==> config.mk <==
export PLATFORM = sky130hd
export DESIGN_NAME = clk_div_n
export DESIGN_NICKNAME = d
export VERILOG_FILES = /design/src/rtl/clk_div_n.sv
export SDC_FILE = /design/constraint.sdc
export NUM_CORES = 1
export LEC_CHECK = 0
export CAP_MARGIN = 0
export CORE_UTILIZATION = 60
export CTS_CLUSTER_SIZE = 28
export DETAILED_ROUTE_END_ITERATION = 12
export PLACE_DENSITY = 0.94
export SLEW_MARGIN = 25
export SYNTH_ARGS = -nofsm -noshare
export SYNTH_HDL_FRONTEND = slang
export SYNTH_SLANG_ARGS = --single-unit
==> constraint.sdc <==
create_clock -name i_clk_in -period 5.2 [get_ports i_clk_in]
set_clock_uncertainty 0.05 [all_clocks]
set_input_delay 0.52 -clock i_clk_in [delete_from_list [all_inputs] [get_ports i_clk_in]]
set_output_delay 0.52 -clock i_clk_in [all_outputs]
set_load 0.02 [all_outputs]
==> src/rtl/clk_div_n.sv <==
// Run-time programmable integer clock divider with glitch-free divisor changes at period boundaries.
// Optional 50% duty for odd divisors when CLK_DIV_ODD_DUTY50_EN is defined.
module clk_div_n #(
    parameter int DIV_W       = 8,
    parameter int DEFAULT_DIV = 3
) (
    input  logic             i_clk_in,
    input  logic             i_rstn,
    input  logic             i_en,
    input  logic [DIV_W-1:0] i_div,
    input  logic             i_div_load,
    output logic             o_clk_out,
    output logic             o_tick,
    output logic             o_busy,
    output logic             o_cfg_err
);

    localparam logic [DIV_W-1:0] N_MIN = DIV_W'(2);
    localparam logic [DIV_W-1:0] N_RST = (DEFAULT_DIV < 2) ? N_MIN : DIV_W'(DEFAULT_DIV);

    typedef enum logic [0:0] {
        S_IDLE = 1'b0,
        S_RUN  = 1'b1
    } state_t;

    state_t           r_state;
    state_t           w_state_nxt;
    logic [DIV_W-1:0] r_n_act;
    logic [DIV_W-1:0] r_n_pend;
    logic [DIV_W-1:0] r_cnt;
    logic             r_pos_q;
    logic             r_tick;
    logic             r_busy;
    logic             r_cfg_err;

    logic [DIV_W-1:0] w_n_act_nxt;
    logic [DIV_W-1:0] w_n_pend_nxt;
    logic [DIV_W-1:0] w_cnt_nxt;
    logic [DIV_W-1:0] w_half;
    logic             w_pos_nxt;
    logic             w_tick_nxt;
    logic             w_busy_nxt;
    logic             w_cfg_err_nxt;
    logic             w_boundary;

    // State register and all datapath flops
    always_ff @(posedge i_clk_in or negedge i_rstn) begin
        if (!i_rstn) begin
            r_state   <= S_IDLE;
            r_n_act   <= N_RST;
            r_n_pend  <= N_RST;
            r_cnt     <= {DIV_W{1'b0}};
            r_pos_q   <= 1'b0;
            r_tick    <= 1'b0;
            r_busy    <= 1'b0;
            r_cfg_err <= 1'b0;
        end else begin
            r_state   <= w_state_nxt;
            r_n_act   <= w_n_act_nxt;
            r_n_pend  <= w_n_pend_nxt;
            r_cnt     <= w_cnt_nxt;
            r_pos_q   <= w_pos_nxt;
            r_tick    <= w_tick_nxt;
            r_busy    <= w_busy_nxt;
            r_cfg_err <= w_cfg_err_nxt;
        end
    end

    // Idle cycles count as boundaries so a pending divisor is applied before the first period
    assign w_boundary = (r_state == S_IDLE) || (r_cnt == (r_n_act - DIV_W'(1)));

    // Next-state, divisor bookkeeping and output decode
    always_comb begin
        w_state_nxt   = r_state;
        w_n_act_nxt   = r_n_act;
        w_n_pend_nxt  = r_n_pend;
        w_cnt_nxt     = r_cnt;
        w_busy_nxt    = r_busy;
        w_cfg_err_nxt = r_cfg_err;
        w_half        = r_n_act >> 1;

        // A boundary applies the pending value held before this cycle's load
        if (w_boundary && r_busy) begin
            w_n_act_nxt = r_n_pend;
        end else begin
            w_n_act_nxt = r_n_act;
        end

        if (i_div_load) begin
            w_n_pend_nxt  = (i_div < N_MIN) ? N_MIN : i_div;
            w_busy_nxt    = 1'b1;
            w_cfg_err_nxt = (i_div < N_MIN);
        end else if (w_boundary && r_busy) begin
            w_busy_nxt = 1'b0;
        end else begin
            w_busy_nxt = r_busy;
        end

        case (r_state)
            S_IDLE: begin
                w_cnt_nxt = {DIV_W{1'b0}};
                if (i_en) begin
                    w_state_nxt = S_RUN;
                end else begin
                    w_state_nxt = S_IDLE;
                end
            end
            S_RUN: begin
                if (w_boundary) begin
                    w_cnt_nxt   = {DIV_W{1'b0}};
                    w_state_nxt = i_en ? S_RUN : S_IDLE;
                end else begin
                    w_cnt_nxt   = r_cnt + DIV_W'(1);
                    w_state_nxt = S_RUN;
                end
            end
            default: begin
                w_cnt_nxt   = {DIV_W{1'b0}};
                w_state_nxt = S_IDLE;
            end
        endcase

        // At a wrap the next count is 0, which is below H for every legal divisor
        w_pos_nxt  = (w_state_nxt == S_RUN) && (w_cnt_nxt < w_half);
        w_tick_nxt = (w_state_nxt == S_RUN) && (w_cnt_nxt == {DIV_W{1'b0}});
    end

`ifdef CLK_DIV_ODD_DUTY50_EN
    logic r_neg_q;

    // Half-cycle extension of the high phase for odd divisors
    always_ff @(negedge i_clk_in or negedge i_rstn) begin
        if (!i_rstn) begin
            r_neg_q <= 1'b0;
        end else begin
            r_neg_q <= r_pos_q;
        end
    end

    assign o_clk_out = r_n_act[0] ? (r_pos_q | r_neg_q) : r_pos_q;
`else
    assign o_clk_out = r_pos_q;
`endif

    assign o_tick    = r_tick;
    assign o_busy    = r_busy;
    assign o_cfg_err = r_cfg_err;

endmodule

Yosys cells after proc, flatten, opt, wreduce, memory -nomap -nowiden --
Index checks and enable logic that the tools add are counted.
Word-level totals: output and inout port bits 4, register bits after elaboration 29, logic and storage cells 28, input port bits 12
Operators by class: multiplexer cells 8, reduce and logical (&&, ||, !) cells 6, eq/ne operators 1, bitwise operators 1, order comparisons 2, add/sub/neg operators 2
Operator list (count):
- $mux 8 | 2
- $pmux 8 s2 | 1
- $add 8x1->8 const B | 1
- $eq 8x8->1 | 1
- $logic_not 8->1 | 1
- $lt 8x2->1 const B | 1
- $lt 8x7->1 | 1
- $sub 8x1->8 const B | 1
- $mux 1 | 4
- $logic_and 1x1->1 | 3
- $pmux 1 s2 | 1
- $reduce_bool 2->1 | 1
- $logic_or 1x1->1 | 1
- $not 1->1 | 1

Longest topological paths before layout --
Gate-level depths: netlist of the first run.
depth in word-level cells 7, gate-level depth with buffers 16, mapped depth without buffers 15

Worst setup path before layout of the first run --
No wires, ideal clock.
kind register to register, start register r_n_act[3], end register r_pos_q, in the netlist o_clk_out, path slack 1.765 ns, required time 5.025 ns, cell stages (with the launch flop) 14, buffers on the path 0, setup time 0.125 ns, data arrival time 3.261 ns, period minus slack after synthesis 3.435 ns, path through dfrtp_1 > or4_4 > o21a_1 > or4_4 > a2111oi_4 > nor2_1 > and2_1 > ha_1 > nor2b_1 > o21ai_0 > a21o_1 > a21oi_1 > nor3b_1 > mux2_2
On the way: word-level cells in the longest chain between the ends 7, elaborated cells between the ends (all ways) 9, classes of those cells 1 x add/sub; 1 x order compare; 1 x eq/ne; 4 x mux; 2 x reduce/logical
RTL lines:
- start, declared | RTL line 28 | logic [DIV_W-1:0] r_n_act;
- start signal, assigned | RTL line 59 | r_n_act <= w_n_act_nxt;
- $sub 8x1->8 | RTL line 70 | assign w_boundary = (r_state == S_IDLE) || (r_cnt == (r_n_act - DIV_W'(1)));
- $eq 8x8->1 | RTL line 70
- $logic_or 1x1->1 | RTL line 70
- $mux 8 | RTL line 109 | if (w_boundary) begin
- $pmux 8 s2 | RTL line 99 | case (r_state)
- via w_cnt_nxt[1] | RTL line 38 | logic [DIV_W-1:0] w_cnt_nxt;
- $lt 8x7->1 | RTL line 124 | w_pos_nxt = (w_state_nxt == S_RUN) && (w_cnt_nxt < w_half);
- $logic_and 1x1->1 | RTL line 124
- via w_pos_nxt | RTL line 40 | logic w_pos_nxt;
- end signal, assigned | RTL line 62 | r_pos_q <= w_pos_nxt;
- end, declared | RTL line 31 | logic r_pos_q;
The timed path passes the listed nets, and every way through them passes these cells. A chain may end at the register's enable or synchronous reset.

Worst setup path after layout of the first run --
Same ends and word-level chain as after synthesis.

==> results of run 1 <==
metrics by stage:
| stage | cells | total power, mW | util, % |
|---|---|---|---|
| final | 197 | 0.459 | 74.7 |
| after global routing | 197 | 0.475 | 74.7 |
| after CTS | 197 | 0.462 | 74.7 |
| after detailed placement | 189 | 0.267 | 71.1 |
| after global placement | 189 | 0.265 | 71.1 |
| after floorplan | 149 | 0.249 | - |
cell usage after synthesis:
master / number
nand4_1: 1
or4b_2: 1
and2_1: 2
or4_1: 1
nor4b_1: 1
mux2i_1: 1
clkbuf_1: 5
o211ai_1: 2
xnor2_1: 11
ha_1: 8
nand3_1: 4
nor3b_1: 1
o41ai_1: 1
nor4_1: 2
a31oi_1: 1
or4_4: 2
o21ai_2: 1
or3_1: 1
nand2_1: 3
inv_1: 11
and3_1: 1
nand4b_1: 1
a32oi_1: 2
a2111oi_4: 1
a21oi_1: 2
dfstp_2: 4
o21ai_0: 7
nor3_1: 3
nand2b_1: 3
o22a_1: 1
nor2b_1: 1
nor2_1: 13
buf_4: 1
dfrtp_1: 25
a21o_1: 2
o21a_1: 2
o22ai_1: 1
mux2_2: 14
xor2_1: 5
critical path: cells and delay by family, from the launching register on:
family	cells	cell delay, ps
simple gates	5	1620
compound gates	5	1030
flops	1	460
fa+ha+maj	1	320
mux	1	260
final cells by class:
cell class,instances,share of cell area (%)
clock buffers,6,2.75
clock inverters,2,2.01
inverters,11,2.21
multi-input cells,103,43.4
flip-flops and latches,29,39.1
well taps,30,2.01
repair buffers,16,8.45
kinds of logic (layout without fill, tap and decap cells):
| kind of cell | count (synthesis) | count (layout) | share of synthesized area (%) |
|---|---|---|---|
| and+or+nand+nor | 41 | 41 | 14.2 |
| DFF | 29 | 29 | 45.4 |
| AOI/OAI and AO/OA | 23 | 23 | 10.8 |
| buffers and inverters | 17 | 35 | 4.20 |
| xor gates and xnor gates | 16 | 16 | 8.71 |
| muxes | 15 | 15 | 10.4 |
| adders and majority gates | 8 | 8 | 6.22 |
worst min-delay path by stage:
stage | slack, ps | to | cells past startpoint | from
3_5_place_dp | 430 | o_cfg_err$_DFFE_PN0P_ | 1 | o_cfg_err$_DFFE_PN0P_
5_1_grt | 460 | r_n_act[0]$_DFFE_PN1P_ | 2 | r_n_pend[0]$_DFFE_PN1P_
6_report | 450 | o_cfg_err$_DFFE_PN0P_ | 1 | o_cfg_err$_DFFE_PN0P_
3_3_place_gp | 410 | o_cfg_err$_DFFE_PN0P_ | 1 | o_cfg_err$_DFFE_PN0P_
4_1_cts | 450 | r_n_pend[0]$_DFFE_PN1P_ | 2 | r_n_pend[0]$_DFFE_PN1P_
2_1_floorplan | 170 | o_busy$_DFFE_PN0P_ | 0 | i_rstn
flip-flops by register name, summed over array words and instances, names as in the netlist:
name and count:
r_cnt 8, r_n_act 8, r_n_pend 8, o_busy 1
o_cfg_err 1, o_clk_out 1, o_tick 1, r_state 1
per-layer routing:
metal  part of all wire, %  global-route usage (%)
met5                     0                       0
met4                   1.8                    10.1
met3                   5.0                    7.06
met2                    51                    43.8
met1                    42                    33.5
power breakdown:
group	internal, mW	leakage [nW]	switching [mW]	total [mW]
logic	0.0147	0.385	0.0116	0.0263
registers	0.233	0.351	0.00335	0.236
clock network	0.114	0.0445	0.0824	0.197
total	0.362	0.780	0.0973	0.459
==> metrics.md, run 1 <==
| Metric | Value |
|---|---|
| Run status | finished, final reports clean |
| Commonest cells after routing, fill and taps aside | dfrtp_1, clkdlybuf4s50_1, mux2_2 |
| R2R Path Start | r_n_act[3]$_DFFE_PN0P_ |
| Relative slew slack | a little over half |
| Worst-path maximum fanout | 10 |
| Critical path's slowest cell | or4_4 |
| Final non-filler cell area | roughly 1900 um2 |
| Crit path DAT | 4030 ps |
| Static Leak | approximately 0.78 nW |
| Register area | 731 um2 |
| Maxcap violations | 0 |
| Ranking of synthesized cells by area | dfrtp_1, mux2_2, dfstp_2 |
| Synth cell types | 39 |
| Reg clk slew, reported paths | ~90 ps |
| Reg2Reg Depth | 12 |
| Vias per cell | a little over 6 |
| Worst path required time | 5370 ps |
| RSZ-0062 raised after global routing | no |
| Dpl cell area | 1780 um2 |
| CTS Buf Count | 5 |
| GR Util All Layers | 26.8% |
| Final worst slack | 1340 ps |
| Gpl congestion | 0.864 |
| Final WL | around 3300 um |
| CTS tree | yes |
| Critical Path Source | r_n_act[3]$_DFFE_PN0P_ |
| Clock sinks | 29 |
| Worst skew pair latency | 330 ps |
| Longest Clk Path Bufs | 2 |
| CP most frequent cell | or4_4 |
| Core footprint | around 2500 um2 |
| Most common cell after layout, fill and taps aside | dfrtp_1 |
| Mean Syn Cell Area | between 10 and 15 um2 |
| Post-synth top area share | 38.9% |
| PortBufs | 15 |
| Number of global-route vias before repair | 1,109 |
| Syn Inst Count | 149 |
| YS warnings | 0 |
| Max incr delay on CP | 520 ps |
| Final critical-path share of the clock period | about three quarters |
| Routed via count | between 1,000 and 1,500 |
| Layout cells sized above 1 | 19.2% |
| Setup tns final | 0 ps |
| Pre-Repair DR Iteration Count | 4 |
| DR iter-0 viols | 26 |
| Hold Crit Class | flop to flop |
| H-tree depth | 2 |
| Critical Path End | o_clk_out$_DFF_PN0_ |
| Slew @ Worst Pin | a little under 700 ps |
| Seq/Total Area, Yosys | 45.4% |
| Max-slew violations | 0 |
| CP Class | flop to flop |
| Minimum clock period | a little under 4000 ps |
| Post-detail-place hpwl | 2540 um |
| Largest net degree at the start of global routing | 30 |
| CTS resizes | 0 |
| Mapped Nets | 169 |
| FP Rows | 18 |
| Final Setup Violations | 0 |
| Setup Slack @ Placement | approximately 1400 ps |
| Area taken by multi-input logic gates | approximately 810 um2 |
| Synth area leader | dfrtp_1 |
| CP Launch Type | flop |
| Post-Syn Area | between 1500 and 2000 um2 |
| Starting Density | 64.4% |
| Global-route wire length before repair | 5250 um |
| Die H | approximately 54 um |
| Hold Buf Count CTS | 0 |
| DR DRC count | 0 |
| Initial antenna violation count | 0 |
| Final nets | 186 |
| Root buf cell | clkbuf_4 |
| Number of diodes | 0 |
| Worst hold slack | between 400 and 500 ps |
| Critical R2R Capture | o_clk_out$_DFF_PN0_ |
| GRT Residual Overflow | 0 |
| Register-to-register setup slack | around 1300 ps |
| Fmax | about 0.26 GHz |
| Drt wl/cell | 17.0 um |
| IO Count | 16 |
| Die X | between 50 and 60 um |
| Die area | ~2900 um2 |
| Critical path cell sequence | or4_4 > o21a_1 > or4_4 > a2111oi_4 > nand2b_1 > nor2_1 > ha_1 > o21ai_0 > a21o_1 > a21oi_1 > nor3b_1 > mux2_2 |
| Final Hold Vio Count | 0 |
| Number of fillers in the final layout | 173 |
| Worst VDD drop | 0.231 mV |
| Post-DRT Antenna Nets | 0 |
| PD cells | 246 nW/um2 |
| Worst setup EP type | flop |
| Area Growth Syn to Fin | 16.0% |
| Postcts setup bufs | 0 |
| Synth Register Bits | 29 |
(Power assumes the default switching activity.)
==> run 2: changes to the inputs <==
--- a/config.mk
+++ b/config.mk
@@ -6,10 +6,10 @@
 export NUM_CORES = 1
 export LEC_CHECK = 0
 export CAP_MARGIN = 0
-export CORE_UTILIZATION = 60
+export CORE_UTILIZATION = 56
 export CTS_CLUSTER_SIZE = 28
 export DETAILED_ROUTE_END_ITERATION = 12
-export PLACE_DENSITY = 0.94
+export PLACE_DENSITY = 0.9
 export SLEW_MARGIN = 25
 export SYNTH_ARGS = -nofsm -noshare
 export SYNTH_HDL_FRONTEND = slang
==> constraint.sdc (replaced) <==
create_clock -name i_clk_in -period 3.82 [get_ports i_clk_in]
set_clock_uncertainty 0.05 [all_clocks]
set_input_delay 0.382 -clock i_clk_in [delete_from_list [all_inputs] [get_ports i_clk_in]]
set_output_delay 0.382 -clock i_clk_in [all_outputs]
set_load 0.02 [all_outputs]
==> metrics.md, run 2 (synthesis results as in run 1) <==
| Metric | Value |
|---|---|
| Run status | finished, final reports clean |
| FP Rows | 19 (+1) |
| GRT Residual Overflow | 0 (unchanged) |
| Largest net degree at the start of global routing | 30 (unchanged) |
| Vias per cell | 6.11 (+0.16%) |
| Die H | 55.6 um (+3.4%) |
| Fmax | 0.269 GHz (+3.6%) |
| CTS tree | yes |
| Inst Count DP | 192 (+1.6%) |
| Clock sinks | 29 (unchanged) |
| Final worst slack | 97.7 ps (-1250 ps) |
| Die area | 3090 um2 (+6.9%) |
| Relative slew slack | 61.3% (+8.3 points) |
| IO Count | 16 (unchanged) |
| Regs by FF count | r_cnt x8, r_n_act x8, r_n_pend x8 |
| Worst hold slack | 365 ps (-80.5 ps) |
| Setup Slack @ Placement | 140 ps (-1230 ps) |
| Maxcap violations | 0 (unchanged) |
| Number of global-route vias before repair | 1,317 (+19%) |
| Worst setup EP type | flop |
| Global-route wire length before repair | 5840 um (+11%) |
| Commonest cells after routing, fill and taps aside | dfrtp_1, clkdlybuf4s50_1, mux2_2 |
| Reg clk slew, reported paths | 100 ps (about the same) |
| Area Growth Syn to Fin | 23.3% |
| Final critical-path share of the clock period | 97.4% (+23 points) |
| Drt wl/cell | 18.1 um (+6.5%) |
| DR iter-0 viols | 66 (+150%) |
| Crit path DAT | 3900 ps (-130 ps) |
| PD cells | 287 nW/um2 (+17%) |
| Initial antenna violation count | 0 (unchanged) |
| Layout cells sized above 1 | 30.1% (+11 points) |
| Post-detail-place hpwl | 2450 um (-3.4%) |
| GR Util All Layers | 25.2% (-1.5 points) |
| CP Class | flop to flop |
| Dpl cell area | 1790 um2 (+0.91%) |
| Minimum clock period | 3720 ps (-135 ps) |
| Number of diodes | 0 (unchanged) |
| Final WL | 3740 um (+12%) |
| PortBufs | 15 (unchanged) |
| Die X | 55.6 um (+3.4%) |
| CTS Buf Count | 5 (unchanged) |
| Final nets | 195 (+4.8%) |
| H-tree depth | 2 (unchanged) |
| Final Hold Vio Count | 0 (unchanged) |
| Fin util | 72.5% (-2.1 points) |
| Setup tns final | 0 ps (unchanged) |
| Core footprint | 2730 um2 (+9.4%) |
| Worst path required time | 3990 ps (-1380 ps) |
| Worst VDD drop | 0.309 mV (+34%) |
| Most common cell after layout, fill and taps aside | dfrtp_1 |
| CP Launch Type | flop |
| Root buf cell | clkbuf_4 |
| Gpl congestion | 0.855 (-1.1%) |
| Total Power | 0.569 mW (+24%) |
| Pre-Repair DR Iteration Count | 5 (+1) |
| Worst-path maximum fanout | 5 (-5) |
| Post-DRT Antenna Nets | 0 (unchanged) |
| DR DRC count | 0 (unchanged) |
| Final non-filler cell area | 1980 um2 (+6.2%) |
| Longest Clk Path Bufs | 2 (unchanged) |
| Max-slew violations | 0 (unchanged) |
| Slew @ Worst Pin | 572 ps (-123 ps) |
| Finished Layout Cells | 207 (+5.1%) |
| Hold Crit Class | input pin to async pin |
| Routed via count | 1,265 (+5.2%) |
| Worst skew pair latency | 340 ps (about the same) |
| Static Leak | 0.838 nW (+7.4%) |
| Final Setup Violations | 0 (unchanged) |
| Starting Density | 58.9% (-5.5 points) |
[run 2: cell types whose count changed in the layout (fill, tap and decap cells not counted), sizes merged]
| cell | change |
|---|---|
| clkbuf | +1 |
| bufinv | -1 |
| buf | +9 |
| clkinvlp | -1 |
| clkinv | +1 |
[run 2: path summary, 6_finish.rpt]
path	from	endpoint	slack, ps	cells past startpoint
max	r_n_act[1]$_DFFE_PN1P_	o_clk_out$_DFF_PN0_	100	15
min	i_rstn	r_cnt[2]$_DFF_PN0_	370	2
max reg2reg	r_n_act[1]$_DFFE_PN1P_	o_clk_out$_DFF_PN0_	100	15
min reg2reg	r_n_pend[0]$_DFFE_PN1P_	r_n_act[0]$_DFFE_PN1P_	430	2
max in group asynchronous	i_rstn	r_n_pend[1]$_DFFE_PN1P_	3030	2
min in group i_clk_in	r_n_pend[0]$_DFFE_PN1P_	r_n_act[0]$_DFFE_PN1P_	430	2
[run 2: critical path, cell delays in order, from the launching register on]
cell       delay [ps]
dfstp_2           570
inv_1              80
ha_4              180
nor4b_2           160
xnor2_1           130
or4_4             530
a2111oi_4         490
nor2_2            110
and2_4            170
ha_4              260
nor2b_4           130
o21ai_1            60
a21o_1            190
a21oi_2           190
nor3_2             70
mux2_2            250
[run 2: repair_timing]
action                                  4_1_cts  5_1_grt
setup buffers                                 0        7
endpoints found under the setup margin        0        1
gates resized for setup                       0       17
hold buffers                                  0        0
[run 2: final cells by class]
type	count	area [um2]
inverter	11	41.3
clock buffer	7	65.1
fill	189	751
tap	31	38.8
timing repair buffer	25	225
sequential	29	732
clock inverter	1	5.00
multi-input combinational	103	876
[run 2: report_power, final]
part	switching [mW]	leakage (nW)	total, mW	internal (mW)
Combinational	0.0151	0.448	0.0351	0.0201
Clock	0.106	0.0413	0.212	0.106
Sequential	0.00453	0.349	0.322	0.317
[run 2: routing by layer]
layer / wire length (um) / share of wire, % / vias to the layer above / global-route usage, %
li1: - / - / 580 / -
met1: 1430 / 38 / 627 / 27.9
met2: 2020 / 54 / 46 / 44.8
met3: 165 / 4.4 / 12 / 7.44
met4: 134 / 3.6 / 0 / 10.7
met5: 0 / 0 / - / 0
==> run 3: changes to the inputs <==
--- a/config.mk
+++ b/config.mk
@@ -6,10 +6,10 @@
 export NUM_CORES = 1
 export LEC_CHECK = 0
 export CAP_MARGIN = 0
-export CORE_UTILIZATION = 56
+export CORE_UTILIZATION = 45
 export CTS_CLUSTER_SIZE = 28
 export DETAILED_ROUTE_END_ITERATION = 12
-export PLACE_DENSITY = 0.9
+export PLACE_DENSITY = 0.76
 export SLEW_MARGIN = 25
 export SYNTH_ARGS = -nofsm -noshare
 export SYNTH_HDL_FRONTEND = slang
==> metrics.md, run 3 (synthesis results as in run 1) <==
| Metric | Value |
|---|---|
| DR DRC count | 0 (unchanged) |
| Post-detail-place hpwl | 2350 um (-4.3%) |
| Drt wl/cell | 14.2 um (-21%) |
| Reg clk slew, reported paths | 90 ps (about the same) |
| Initial antenna violation count | 0 (unchanged) |
| Starting Density | 47.5% (-11 points) |
| Max incr delay on CP | 590 ps (+20 ps) |
| Static Leak | 0.808 nW (-3.6%) |
| Critical path cell sequence | inv_2 > ha_4 > nor4b_2 > xnor2_1 > or4_4 > a2111oi_4 > nor2_2 > and2_4 > ha_4 > nor2b_1 > o21ai_0 > a21o_1 > a21oi_2 > nor3_1 > mux2_2 |
| CTS Buf Count | 5 (unchanged) |
| Global-route wire length before repair | 4640 um (-21%) |
| Root buf cell | clkbuf_4 |
| Max-slew violations | 0 (unchanged) |
| H-tree depth | 2 (unchanged) |
| IO Count | 16 (unchanged) |
| Largest net degree at the start of global routing | 30 (unchanged) |
| Most common cell after layout, fill and taps aside | dfrtp_1 |
| Die area | 3820 um2 (+24%) |
| Hold Buf Count CTS | 0 (unchanged) |
| Final nets | 192 (-1.5%) |
| Register-to-register setup slack | 80 ps (-20 ps) |
| Maxcap violations | 0 (unchanged) |
| Die X | 61.8 um (+11%) |
| Final Setup Violations | 0 (unchanged) |
| R2R Path Start | r_n_act[1]$_DFFE_PN1P_ |
| CTS tree | yes |
| Vias per cell | 5.36 (-12%) |
| Inst Count DP | 207 (+7.8%) |
| Total Power | 0.532 mW (-6.6%) |
| Worst-path maximum fanout | 5 (unchanged) |
| DR iter-0 viols | 47 (-29%) |
| FP Rows | 21 (+2) |
| CP Launch Type | flop |
| Final critical-path share of the clock period | 97.9% (+0.46 points) |
| Clock sinks | 29 (unchanged) |
| CP most frequent cell | ha_4 |
| Slew @ Worst Pin | 562 ps (-10.2 ps) |
| Hold Crit Class | input pin to async pin |
| PD cells | 273 nW/um2 (-4.9%) |
| Layout cells sized above 1 | 27.7% (-2.4 points) |
| Worst path buffer plus inverter count | 1 (unchanged) |
| PortBufs | 15 (unchanged) |
| Fmax | 0.267 GHz (-0.47%) |
| Worst setup EP type | flop |
| Routed via count | 1,174 (-7.2%) |
| Post-DRT Antenna Nets | 0 (unchanged) |
| Run status | finished, final reports clean |
| Critical path's slowest cell | dfstp_2 |
| Number of global-route vias before repair | 1,103 (-16%) |
| Gpl congestion | 0.865 (+1.2%) |
| Pre-Repair DR Iteration Count | 4 (-1) |
| Commonest cells after routing, fill and taps aside | dfrtp_1, clkdlybuf4s50_1, mux2_2 |
| Regs by FF count | r_cnt x8, r_n_act x8, r_n_pend x8 |
| Relative slew slack | 62.0% (+0.69 points) |
| Finished Layout Cells | 219 (+5.8%) |
| Die H | 61.8 um (+11%) |
| Number of diodes | 0 (unchanged) |
| Area Growth Syn to Fin | 21.0% |
| Delay-heaviest family, CP | simple AND/OR/NAND/NOR gates |
| Final WL | 3120 um (-17%) |
| Worst skew pair latency | 320 ps (-20 ps) |
| Crit path DAT | 3900 ps (about the same) |
| Core footprint | 3390 um2 (+24%) |
| CP Class | flop to flop |
| GR Util All Layers | 17.3% (-7.9 points) |
| Longest Clk Path Bufs | 2 (unchanged) |
| Worst VDD drop | 0.201 mV (-35%) |
| Worst path required time | 3980 ps (about the same) |
| GRT Residual Overflow | 0 (unchanged) |
| Minimum clock period | 3740 ps (+17.5 ps) |
| Final Hold Vio Count | 0 (unchanged) |
| Critical Path Source | r_n_act[1]$_DFFE_PN1P_ |
==> run 3: changes by cell type in the layout (fill, tap and decap cells not counted), sizes merged <==
cell,change
clkinv,+1
clkinvlp,+1
clkbuf,-2
buf,-3
==> run 3: final timing paths <==
check,endpoint,cells after the start
max,o_clk_out$_DFF_PN0_,15
min reg2reg,o_cfg_err$_DFFE_PN0P_,1
min in group i_clk_in,o_cfg_err$_DFFE_PN0P_,1
max reg2reg,o_clk_out$_DFF_PN0_,15
max in group asynchronous,r_n_pend[0]$_DFFE_PN1P_,2
min,r_cnt[0]$_DFF_PN0_,2
==> run 3: worst reg2reg max path, delay by kind of cell, from the launching register on <==
| kind | cells | cell delay, ps |
|---|---|---|
| AO/OA/AOI/OAI | 4 | 950 |
| adder cells (fa/ha/maj) | 2 | 430 |
| buffers and inverters | 1 | 60 |
| flip-flops | 1 | 590 |
| AND/OR/NAND/NOR | 6 | 1180 |
| XOR/XNOR | 1 | 130 |
| multiplexers | 1 | 250 |
==> run 3: what timing repair did <==
| action | CTS | global route |
|---|---|---|
| resized for setup | 0 | 12 |
| buffers inserted | 0 | 4 |
| setup endpoints to repair | 0 | 1 |
==> run 3: final cells by class <==
type / count / area, um2
Sequential cell: 29 / 732
Tap cell: 46 / 57.6
Clock buffer: 5 / 37.5
Inverter: 11 / 41.3
Fill cell: 286 / 1440
Timing Repair Buffer: 22 / 203
Clock inverter: 3 / 17.5
Multi-Input combinational cell: 103 / 858
==> run 3: stage by stage <==
stage	setup WS, ps	setup TNS (ps)	util [%]	instance area, um2	hold slack [ps]
global route	-54.4	-54.4	57.4	1950	398
detailed placement	114	0	53.5	1810	430
global placement	162	0	53.5	1810	414
CTS	98.1	0	55.1	1870	396
finish	80.2	0	57.4	1950	383
floorplan	385	0	-	1610	36.4
==> run 3: report_power, final <==
| group | switching [mW] | internal, mW | total, mW |
|---|---|---|---|
| Clock | 0.107 | 0.0692 | 0.176 |
| Sequential | 0.00425 | 0.317 | 0.322 |
| Combinational | 0.0146 | 0.0200 | 0.0345 |
==> run 3: per-layer routing <==
layer / track usage, % / vias to the layer above / part of all wire (%)
met3: 4.55 / 9 / 3.2
met2: 29.8 / 24 / 53
met5: 0 / - / 0
li1: - / 572 / -
met1: 19.9 / 569 / 42
met4: 8.57 / 0 / 1.8
